## config.mk

```make
export PLATFORM = sky130hd
export DESIGN_NAME = histo_readout_flat
export DESIGN_NICKNAME = d
export VERILOG_FILES = /design/src/rtl/histo_readout_if.sv /design/src/rtl/histo_readout.sv /design/src/flat_wrapper.sv
export SDC_FILE = /design/constraint.sdc
export NUM_CORES = 1
export LEC_CHECK = 0
export BUFFER_PORTS_ARGS = -buffer_cell sky130_fd_sc_hd__buf_4
export CAP_MARGIN = 5
export CORE_MARGIN = 10
export CORE_UTILIZATION = 40
export CTS_CLUSTER_DIAMETER = 30
export DETAILED_ROUTE_END_ITERATION = 16
export GPL_TIMING_DRIVEN = 1
export PLACE_DENSITY_LB_ADDON = 0.15
export SYNTH_ARGS = -nofsm -noshare
export SYNTH_HDL_FRONTEND = slang
export SYNTH_SLANG_ARGS = --single-unit
```

## constraint.sdc

```tcl
create_clock -name clk -period 2.4 [get_ports clk]
set_clock_uncertainty 0.15 [all_clocks]
set_input_delay 0.24 -clock clk [delete_from_list [all_inputs] [get_ports clk]]
set_output_delay 0.24 -clock clk [all_outputs]
set_load 0.05 [all_outputs]
```

## src/rtl/histo_readout_if.sv

```systemverilog
// Bundle of the readout stage's histogram read port, output stream and sweep summary.
// master = the readout block itself, slave = the histogram/consumer side.
interface histo_readout_if #(
    parameter int BIN_W   = 4,
    parameter int COUNT_W = 10
);
    logic                     start;
    logic [BIN_W-1:0]         addr;
    logic [COUNT_W-1:0]       hist_data;
    logic                     busy;
    logic                     out_valid;
    logic                     out_ready;
    logic [BIN_W-1:0]         out_bin;
    logic [COUNT_W-1:0]       out_count;
    logic [BIN_W-1:0]         peak_bin;
    logic [COUNT_W-1:0]       peak_count;
    logic [COUNT_W+BIN_W-1:0] total_count;
    logic                     done;

    modport master (
        input  start, hist_data, out_ready,
        output addr, busy, out_valid, out_bin, out_count,
               peak_bin, peak_count, total_count, done
    );

    modport slave (
        output start, hist_data, out_ready,
        input  addr, busy, out_valid, out_bin, out_count,
               peak_bin, peak_count, total_count, done
    );
endinterface

```

## src/rtl/histo_readout.sv

```systemverilog
// Sweeps every histogram bin once per start, streams (bin, count) pairs with
// valid/ready, and publishes the peak bin and total count when the sweep ends.
module histo_readout #(
    parameter int NUM_BINS  = 16,
    parameter int COUNT_W   = 10,
    parameter int SKIP_ZERO = 0
) (
    input  logic            clk,
    input  logic            rst,
    histo_readout_if.master bus
);
    localparam int BIN_W = $clog2(NUM_BINS);
    localparam int SUM_W = COUNT_W + BIN_W;

    typedef enum logic [2:0] {IDLE, ISSUE, WAIT, CAPTURE, PRESENT, FINISH} state_t;

    state_t             state_q, state_d;
    logic [BIN_W-1:0]   bin_q, bin_d;
    logic [BIN_W-1:0]   addr_q, addr_d;
    logic [BIN_W-1:0]   out_bin_q, out_bin_d;
    logic [COUNT_W-1:0] out_count_q, out_count_d;
    logic [BIN_W-1:0]   run_peak_bin_q, run_peak_bin_d;
    logic [COUNT_W-1:0] run_peak_count_q, run_peak_count_d;
    logic [SUM_W-1:0]   run_sum_q, run_sum_d;
    logic [BIN_W-1:0]   peak_bin_q, peak_bin_d;
    logic [COUNT_W-1:0] peak_count_q, peak_count_d;
    logic [SUM_W-1:0]   total_count_q, total_count_d;
    logic               last_bin;

    assign last_bin = (bin_q == BIN_W'(NUM_BINS - 1));

    always_comb begin
        state_d          = state_q;
        bin_d            = bin_q;
        addr_d           = addr_q;
        out_bin_d        = out_bin_q;
        out_count_d      = out_count_q;
        run_peak_bin_d   = run_peak_bin_q;
        run_peak_count_d = run_peak_count_q;
        run_sum_d        = run_sum_q;
        peak_bin_d       = peak_bin_q;
        peak_count_d     = peak_count_q;
        total_count_d    = total_count_q;

        case (state_q)
            IDLE: begin
                if (bus.start) begin
                    bin_d            = '0;
                    run_peak_bin_d   = '0;
                    run_peak_count_d = '0;
                    run_sum_d        = '0;
                    state_d          = ISSUE;
                end
            end
            ISSUE: begin
                addr_d  = bin_q;
                state_d = WAIT;
            end
            WAIT: begin
                state_d = CAPTURE;
            end
            CAPTURE: begin
                out_count_d = bus.hist_data;
                out_bin_d   = bin_q;
                run_sum_d   = run_sum_q + SUM_W'(bus.hist_data);
                // Strictly greater keeps the lower bin on ties.
                if (bus.hist_data > run_peak_count_q) begin
                    run_peak_bin_d   = bin_q;
                    run_peak_count_d = bus.hist_data;
                end
                if ((SKIP_ZERO != 0) && (bus.hist_data == '0)) begin
                    if (last_bin) begin
                        state_d = FINISH;
                    end else begin
                        bin_d   = bin_q + 1'b1;
                        state_d = ISSUE;
                    end
                end else begin
                    state_d = PRESENT;
                end
            end
            PRESENT: begin
                if (bus.out_ready) begin
                    if (last_bin) begin
                        state_d = FINISH;
                    end else begin
                        bin_d   = bin_q + 1'b1;
                        state_d = ISSUE;
                    end
                end
            end
            FINISH: begin
                state_d = IDLE;
            end
            default: begin
                state_d = IDLE;
            end
        endcase

        // Publish on entry to FINISH so the summary is already valid while done is high.
        if ((state_d == FINISH) && (state_q != FINISH)) begin
            peak_bin_d    = run_peak_bin_d;
            peak_count_d  = run_peak_count_d;
            total_count_d = run_sum_d;
        end
    end

    always_ff @(posedge clk or posedge rst) begin
        if (rst) begin
            state_q          <= IDLE;
            bin_q            <= '0;
            addr_q           <= '0;
            out_bin_q        <= '0;
            out_count_q      <= '0;
            run_peak_bin_q   <= '0;
            run_peak_count_q <= '0;
            run_sum_q        <= '0;
            peak_bin_q       <= '0;
            peak_count_q     <= '0;
            total_count_q    <= '0;
        end else begin
            state_q          <= state_d;
            bin_q            <= bin_d;
            addr_q           <= addr_d;
            out_bin_q        <= out_bin_d;
            out_count_q      <= out_count_d;
            run_peak_bin_q   <= run_peak_bin_d;
            run_peak_count_q <= run_peak_count_d;
            run_sum_q        <= run_sum_d;
            peak_bin_q       <= peak_bin_d;
            peak_count_q     <= peak_count_d;
            total_count_q    <= total_count_d;
        end
    end

    assign bus.addr        = addr_q;
    assign bus.busy        = (state_q != IDLE) && (state_q != FINISH);
    assign bus.out_valid   = (state_q == PRESENT);
    assign bus.out_bin     = out_bin_q;
    assign bus.out_count   = out_count_q;
    assign bus.peak_bin    = peak_bin_q;
    assign bus.peak_count  = peak_count_q;
    assign bus.total_count = total_count_q;
    assign bus.done        = (state_q == FINISH);
endmodule

```

## src/flat_wrapper.sv

```systemverilog
// flat-port wrapper written by rule: the top's interface ports become plain ports
module histo_readout_flat 
#(
    parameter int NUM_BINS  = 16,
    parameter int COUNT_W   = 10,
    parameter int SKIP_ZERO = 0
)
  (clk, rst, bus_start, bus_hist_data, bus_out_ready, bus_addr, bus_busy, bus_out_valid, bus_out_bin, bus_out_count, bus_peak_bin, bus_peak_count, bus_total_count, bus_done);
  histo_readout_if #(.BIN_W((4)), .COUNT_W(COUNT_W)) bus_i ();
  input  logic clk;
  input  logic rst;
  input wire logic [$bits(bus_i.start)-1:0] bus_start;
  input wire logic [$bits(bus_i.hist_data)-1:0] bus_hist_data;
  input wire logic [$bits(bus_i.out_ready)-1:0] bus_out_ready;
  output wire logic [$bits(bus_i.addr)-1:0] bus_addr;
  output wire logic [$bits(bus_i.busy)-1:0] bus_busy;
  output wire logic [$bits(bus_i.out_valid)-1:0] bus_out_valid;
  output wire logic [$bits(bus_i.out_bin)-1:0] bus_out_bin;
  output wire logic [$bits(bus_i.out_count)-1:0] bus_out_count;
  output wire logic [$bits(bus_i.peak_bin)-1:0] bus_peak_bin;
  output wire logic [$bits(bus_i.peak_count)-1:0] bus_peak_count;
  output wire logic [$bits(bus_i.total_count)-1:0] bus_total_count;
  output wire logic [$bits(bus_i.done)-1:0] bus_done;
  assign bus_i.start = bus_start;
  assign bus_i.hist_data = bus_hist_data;
  assign bus_i.out_ready = bus_out_ready;
  assign bus_addr = bus_i.addr;
  assign bus_busy = bus_i.busy;
  assign bus_out_valid = bus_i.out_valid;
  assign bus_out_bin = bus_i.out_bin;
  assign bus_out_count = bus_i.out_count;
  assign bus_peak_bin = bus_i.peak_bin;
  assign bus_peak_count = bus_i.peak_count;
  assign bus_total_count = bus_i.total_count;
  assign bus_done = bus_i.done;
  histo_readout #(.NUM_BINS(NUM_BINS), .COUNT_W(COUNT_W), .SKIP_ZERO(SKIP_ZERO)) u_core (.clk(clk), .rst(rst), .bus(bus_i));
endmodule
```

### Word-level counts from Yosys, hierarchy flattened

Index checks and enable logic that the tools add are counted.

* logic and storage cells: 47
* RAM bits: 0
* ROM bits: 0
* latch bits: 0
* flip-flop bits (word level): 81
* memories: 0
* output and inout bits: 49

* bitwise operators: 0
* div/mod/pow operators: 0
* reduce and logical (&&, ||, !) cells: 6
* multiply operators: 0
* multiplexer cells: 16
* magnitude comparators: 1
* $add $sub $neg: 2
* eq/ne operators: 11
* shifts and indexed selects: 0

Operators by type and width (number)
* case mux 14 bit (2 select lines): 1
* 2-to-1 mux 10 bit: 2
* 2-to-1 mux 4 bit: 5
* case mux 10 bit (2 select lines): 1
* case mux 4 bit (2 select lines): 2
* case mux 3 bit (5 select lines): 1
* adder 14 x 10 -> 14 bit: 1
* 2-to-1 mux 14 bit: 1
* greater-than comparator 10 bit: 1
* == test 3 bit, second input constant: 3
* 2-to-1 mux 3 bit: 3
* == test 3 x 2 -> 1 bit, second input constant: 2
* inequality test 2 bit, second input constant: 3
* adder 4 x 1 -> 4 bit, second input constant: 1
* == test 4 bit, second input constant: 1
* AND reduction 4 bit: 1
* == test 3 x 1 -> 1 bit, second input constant: 1
* zero test 3 bit: 1
* inequality test 3 bit, second input constant: 1
* nonzero test 3 bit: 1
* logical AND 1 bit: 2
* nonzero test 2 bit: 1

### Longest topological paths before layout

Gate-level depths: netlist of the first run.

* word-level depth: 6
* gate-level depth with buffers: 10
* mapped depth without buffers: 8

### Worst setup path after synthesis of the first run

No wires, ideal clock.

* path type: reg2reg
* from: register u_core.run_sum_q[0]
* to: register u_core.total_count_q[8], in the netlist u_core.bus.total_count[8]
* cell stages (with the launch flop): 9
* setup slack: -83 ps
* arrival time: 2208 ps
* cell sequence: dfrtp_1 ha_1 fa_1 a21o_1 a311o_1 a221oi_2 xor2_1 o21ai_1 mux2_4

* longest elaborated chain between the ends: 2

Ends and longest elaborated chain
* start, declared: RTL line histo_readout.sv:24 `logic [SUM_W-1:0] run_sum_q, run_sum_d;`
* start signal, assigned: RTL line histo_readout.sv:129 `run_sum_q <= run_sum_d;`
* adder 14 x 10 -> 14 bit: RTL line histo_readout.sv:65 `run_sum_d = run_sum_q + SUM_W'(bus.hist_data);`
* case mux 14 bit (2 select lines): RTL line histo_readout.sv:45 `case (state_q)`
* net u_core.run_sum_d[8]: RTL line histo_readout.sv:24
* end signal, assigned: RTL line histo_readout.sv:132 `total_count_q <= total_count_d;`
* end, declared: RTL line histo_readout.sv:27 `logic [SUM_W-1:0] total_count_q, total_count_d;`

The timed path passes the listed nets, and every way through them passes these cells.
A chain may end at the register's enable or synchronous reset.

### Worst setup path after layout of the first run

Same ends and word-level chain as after synthesis.

==> metrics, run 1 <==
IR drop worst, VDD=0.0006157 V; commonest cells after routing, fill and taps aside=97 x buf_4, 81 x dfrtp_1, 60 x nand2_1; Worst Tran Pin Value=614.1 ps; Post-synth EDFFs=0; HP Start=bus_hist_data[2]; PortBufs=62; period utilization=101.2%; gpl congestion=0.8296; DRC=0; WL per Instance=16.02 um; fin crit period=2428 ps; via count=3014; CP max FO=2; later-pin clock latency in the skew report=360 ps; R2R cell count=8; Post-Syn Area=3911 um^2; reg2reg setup slack=-30 ps; worst hold-check path type=in2reg; vias in the first global route=3047; r2r endpoint=u_core.bus.total_count[8]; failing checks=setup timing; Crit. End Element=flop; hpwl dp=6975 um; CP Cell Sequence=ha_2 > fa_2 > a21o_1 > a311o_1 > a221oi_2 > xor2_1 > o21ai_1 > mux2_4; fraction of layout cells with a size suffix above 1=29.78%; max-cap viol count=0; Die Y-Extent=118.9 um; Power Total=6.092 mW; PwrDens=1213 nW/um^2; Num Clock Sinks=81; Pins Over Slew Limit=0; startpoint type of the worst setup path=flop; #FFs+latches synth=81; RSZ-0062 raised after global routing=yes; post-place setup slack=-131.0 ps; ys async rst share=100.0%; Worst Path Buf+Inv=0; initial DRC count=175; num rows=36; Total GRT Usage=13.40%; initial antenna violation count=0; hold path cells=2; Total Wirelength=9500 um; largest net degree at the start of global routing=82; CP arrival=2510 ps; final setup violation count=1; FF-to-FF Start=u_core.run_sum_q[0]; synth unique cells=51; Max stage delay cell, worst path=dfrtp_1; Layout Nets=491; CTS root buf=clkbuf_8; Pre-Repair DR Iteration Count=5; predominant post-synthesis flop cell=dfrtp_1; Via density=5.083; outcome=finished, violations left; leading cell type in the layout, fill and taps excluded=buf_4; Top delay family on crit path=compound AO/OA/AOI/OAI gates; Synth Instances=359; final setup slack of the worst path=-28.20 ps; die width=118.9 um; TritonCTS Buffers=9; # IOs=63; clock buffer depth=2; clock slew at reported path FFs=90 ps; WS Path Type=reg2reg; global-route wire length before repair=15550 um; worst hold endpoint=u_core.run_peak_count_q[2]; sequential element share of the synthesized area=51.82%; # H-tree levels=3; Hold Vio Cnt, Final=0; Worst EP required=2480 ps; Slew HR=59.04%; total core area=9639 um^2; Worst path depth=8; Layout area overhead=28.44%; worst stage delay on the critical path=390 ps; die area=14130 um^2; Initial Utilization=40.58%; Mapped Avg Cell Area=10.89 um^2; antenna diode count=0; leak pwr=2.564 nW; max frequency=411.8 MHz; Yosys warning total=0; Remaining Overflow, GRT=0; CTS tree=yes; remaining antenna violation count=0; post-synth net total=395
flip-flops by register name, summed over array words and instances (netlist names), 10 cells and up:
register / count
u_core.bus.out_count: 10
u_core.run_sum_q: 14
u_core.bus.total_count: 14
u_core.run_peak_count_q: 10
u_core.bus.peak_count: 10
through the flow:
stage | cells | util (%) | setup TNS (ps) | cell area, um^2 | hold slack (ps)
floorplan | 359 | - | -33.82 | 3918 | 195.4
global placement | 572 | 49.35 | -768.2 | 4757 | 253.2
detailed placement | 572 | 49.35 | -1686 | 4757 | 252.6
CTS | 592 | 52.02 | -46.71 | 5015 | 2.576
global route | 593 | 52.12 | -140.1 | 5024 | 23.40
finish | 593 | 52.12 | -28.20 | 5024 | 19.25
timing repair:
action | 4_1_cts | 5_1_grt
pin swaps | 3 | 3
endpoints found under the setup margin | 15 | 15
setup buffers | 0 | 1
hold endpoints to repair | 85 | 0
hold buffers | 4 | 0
gates resized for setup | 2 | 1
synth_stat cells (2+ instances only):
cell type,instances,area [um^2]
buf_1,2,7.510
dfrtp_1,81,2027
mux2i_1,2,20.02
nand2b_1,3,18.77
nand3b_1,2,15.01
nor2_1,13,48.80
buf_2,10,50.05
nand3_1,4,20.02
ha_1,21,262.8
and3_1,2,12.51
nand4_1,5,31.28
or3_1,2,12.51
mux2_2,12,135.1
o21ai_0,9,45.04
a21o_1,7,52.55
nor2b_1,5,31.28
a31oi_1,2,12.51
a22o_1,18,157.7
nand4b_1,2,17.52
and2_1,3,18.77
o21ai_1,10,50.05
a21oi_1,14,70.07
inv_1,17,63.81
clkbuf_1,5,18.77
mux2_1,17,191.4
nand2_1,60,225.2
xnor2_1,3,26.28
a211oi_1,2,15.01
xor2_1,4,35.03
kinds of logic after synthesis:
kind of cell             Yosys count  synth area share, %
XOR/XNOR                           7                1.568
flip-flops                        81                51.82
adder cells (fa/ha/maj)           22                7.230
multiplexers                      32                9.245
buffers and inverters             34                3.583
AO/OA/AOI/OAI                     76                13.76
AND/OR/NAND/NOR                  107                12.80
cell type report:
type / instances / area, um^2
timing repair buffer: 102 / 788.3
clock inverter: 5 / 60.06
sequential: 81 / 2027
clock buffer: 11 / 151.4
multi-input combinational: 244 / 1763
inverter: 17 / 67.56
tap: 133 / 166.4
fill: 906 / 4616
where the power goes:
part           leakage [nW]  internal [mW]  total, mW  switching (mW)
logic                  1.38           1.11       3.03            1.92
registers              1.08           1.74       2.01           0.266
clock network         0.106          0.543       1.05           0.510
total                  2.56           3.40       6.09            2.70
worst max-delay path by stage:
stage,slack [ps],end,from
2_1_floorplan,-30,u_core.bus.total_count[8],u_core.run_sum_q[0]
3_3_place_gp,-100,u_core.bus.total_count[8],bus_hist_data[0]
3_5_place_dp,-130,u_core.bus.total_count[8],bus_hist_data[0]
4_1_cts,-50,u_core.bus.total_count[8],u_core.run_sum_q[0]
5_1_grt,-140,u_core.bus.total_count[8],u_core.run_sum_q[0]
6_report,-30,u_core.bus.total_count[8],u_core.run_sum_q[0]
routing by layer:
metal	track usage (%)	vias up	wire, um
met4	2.519	0	59
met3	4.110	5	344
met2	22.32	48	4628
met1	16.92	1496	4467
met5	0	-	0
li1	-	1465	-
(Power assumes the default switching activity.)
==> inputs of run 2 (changes only) <==
Settings changed: CTS_BUF_LIST from default to sky130_fd_sc_hd__clkbuf_16.
==> run 2 against run 1 <==
Effect of this change: sequential power hardly changed; non-clock buffer count down 3; register-to-register slack barely moved; hold slack worse by 15 ps; wire length shrank 0.23%; die area is the same; clock power grew 30%; largest cell class unchanged; cell area up 1.1%; fmax is essentially flat; the flow still finishes with violations (setup timing).
==> metrics, run 2 (synthesized netlist as in run 1, its figures left out) <==
final non-filler cell area=5077 um^2 (was 5024 um^2); instance area at placement=4757 um^2 (unchanged); antenna diode count=0 (unchanged); Worst Tran Pin Value=623.1 ps (was 614.1 ps); initial antenna violation count=0 (unchanged); Via density=5.044 (was 5.083); clock slew at reported path FFs=60 ps (was 90 ps); leading cell type in the layout, fill and taps excluded=buf_4 (unchanged); CP arrival=2490 ps (was 2510 ps); RSZ-0062 raised after global routing=yes (unchanged); leak pwr=2.587 nW (was 2.564 nW); setup bufs post-CTS=0 (unchanged); Layout area overhead=29.81% (was 28.44%); hold path cells=3 (was 2); Power Total=6.390 mW (was 6.092 mW); Remaining Overflow, GRT=0 (unchanged); Initial Utilization=40.58% (unchanged); via count=2976 (was 3014); uppermost layer routed=met4 (unchanged); met2 wire len=4633 um (was 4628 um); Seq pwr share=31.5% (was 33.0%); PortBufs=62 (unchanged); Total Wirelength=9478 um (was 9500 um); period utilization=101.1% (was 101.2%); Die Y-Extent=118.9 um (unchanged); CTS tree=yes (unchanged); Worst EP required=2460 ps (was 2480 ps); TritonCTS Buffers=9 (unchanged); final setup slack of the worst path=-27.06 ps (was -28.20 ps); Crit. End Element=flop (unchanged); DR WL met3=369 um (was 344 um); gpl congestion=0.8296 (unchanged); die width=118.9 um (unchanged); global-route wire length before repair=15600 um (was 15550 um); num rows=36 (unchanged); Slew HR=58.43% (was 59.04%); worst stage delay on the critical path=390 ps (about the same); DRC=0 (unchanged); HP Start=bus_hist_data[2] (unchanged); clock buffer depth=2 (unchanged); internal power=3.656 mW (was 3.396 mW); initial DRC count=193 (was 175); Total GRT Usage=13.53% (was 13.40%); Clk pwr share=21.2% (was 17.3%); # H-tree levels=3 (unchanged); Max stage delay cell, worst path=dfrtp_1 (unchanged); fin crit period=2427 ps (was 2428 ps); failing checks=setup timing (unchanged); Worst Setup SP=u_core.run_sum_q[0] (unchanged); max-cap viol count=0 (unchanged); R2R cell count=8 (unchanged); outcome=finished, violations left (unchanged); CTS root buf=clkbuf_16 (was clkbuf_8); Layout Nets=488 (was 491); Layout Utilization=52.67% (was 52.12%); later-pin clock latency in the skew report=340 ps (was 360 ps); post-place setup slack=-131.0 ps (unchanged); Pins Over Slew Limit=0 (unchanged); max frequency=412.0 MHz (was 411.8 MHz); hpwl dp=6975 um (unchanged); WS Path Type=reg2reg (unchanged); Psw=2.734 mW (was 2.696 mW); vias in the first global route=3038 (was 3047); switching fraction of total power=42.79% (was 44.26%); die area=14130 um^2 (unchanged); WL met1=4363 um (was 4467 um); setup TNS=-27.06 ps (was -28.20 ps); CP Cell Sequence=ha_2 > fa_2 > a21o_1 > a311o_1 > a221oi_2 > xor2_1 > o21ai_1 > mux2_4 (unchanged); commonest cells after routing, fill and taps aside=96 x buf_4, 81 x dfrtp_1, 60 x nand2_1 (was 97 x buf_4, 81 x dfrtp_1, 60 x nand2_1); PwrDens=1258 nW/um^2 (was 1213 nW/um^2); largest net degree at the start of global routing=82 (unchanged); FF-to-FF Start=u_core.run_sum_q[0] (unchanged); worst hold-check path type=in2reg (unchanged); Num Clock Sinks=81 (unchanged); startpoint type of the worst setup path=flop (unchanged); CP max FO=2 (unchanged); WL per Instance=16.06 um (was 16.02 um); total core area=9639 um^2 (unchanged); fraction of layout cells with a size suffix above 1=29.32% (was 29.78%); Comb power frac=47.3% (was 49.8%); remaining antenna violation count=0 (unchanged); final setup violation count=1 (unchanged); Hold Vio Cnt, Final=0 (unchanged); # IOs=63 (unchanged); IR drop worst, VDD=0.0006057 V (was 0.0006157 V); Pre-Repair DR Iteration Count=4 (was 5)
-- run 2: cell types whose count changed in the layout (fill, tap and decap cells not counted) --
cell           previous run  this run
buf_4                    97        96
clkinv_1                  0         2
clkbuf_16                 0         9
clkbuf_8                 11         0
dlygate4sd3_1             4         2
-- run 2: per-stage QoR --
stage          hold slack [ps]  std cells
6_report                 4.277        590
5_1_grt                  25.94        590
4_1_cts                  4.802        590
3_5_place_dp             252.6        572
3_3_place_gp             253.2        572
2_1_floorplan            195.4        359
-- run 2: cell type report --
type	count	area [um^2]
tap	133	166.4
multi-input combinational	244	1763
clock inverter	7	67.56
timing repair buffer	99	760.7
clock buffer	9	225.2
inverter	17	67.56
fill	899	4562
sequential	81	2027
-- run 2: path summary, 6_finish.rpt --
kind / slack (ps) / end
max reg2reg: -30 / u_core.bus.total_count[8]
max: -30 / u_core.bus.total_count[8]
min reg2reg: 320 / u_core.run_sum_q[13]
min in group asynchronous: 420 / u_core.bus.peak_bin[2]
min: 4 / u_core.bus.out_count[2]
max in group asynchronous: 1350 / u_core.run_sum_q[3]
-- run 2: worst max-delay path: cells and delay by family (launching register included) --
family	cells	cell delay, ps
xor gates and xnor gates	1	160
AOI/OAI and AO/OA	4	810
adders and majority gates	2	540
DFF	1	390
muxes	1	270
-- run 2: power groups by stage --
stage | clock [mW] | combinational (mW) | sequential [mW]
2_1_floorplan | 0 | 1.39 | 2.70
3_3_place_gp | 0 | 3.02 | 2.02
3_5_place_dp | 0 | 3.04 | 2.04
4_1_cts | 1.38 | 3.07 | 2.01
5_1_grt | 1.44 | 3.28 | 2.07
6_report | 1.36 | 3.02 | 2.01
-- run 2: what timing repair did --
action                                  in CTS  in global routing
resized for setup                            2                  1
endpoints found under the setup margin      15                 11
pin swaps                                    3                  3
endpoints found under the hold margin       82                  0
hold buffers                                 2                  0
-- run 2: metal layers --
| layer | track usage [%] | vias to the layer above |
|---|---|---|
| met2 | 22.32 | 49 |
| met1 | 16.95 | 1463 |
| met4 | 3.893 | 0 |
| met5 | 0 | - |
| met3 | 3.826 | 10 |
| li1 | - | 1454 |
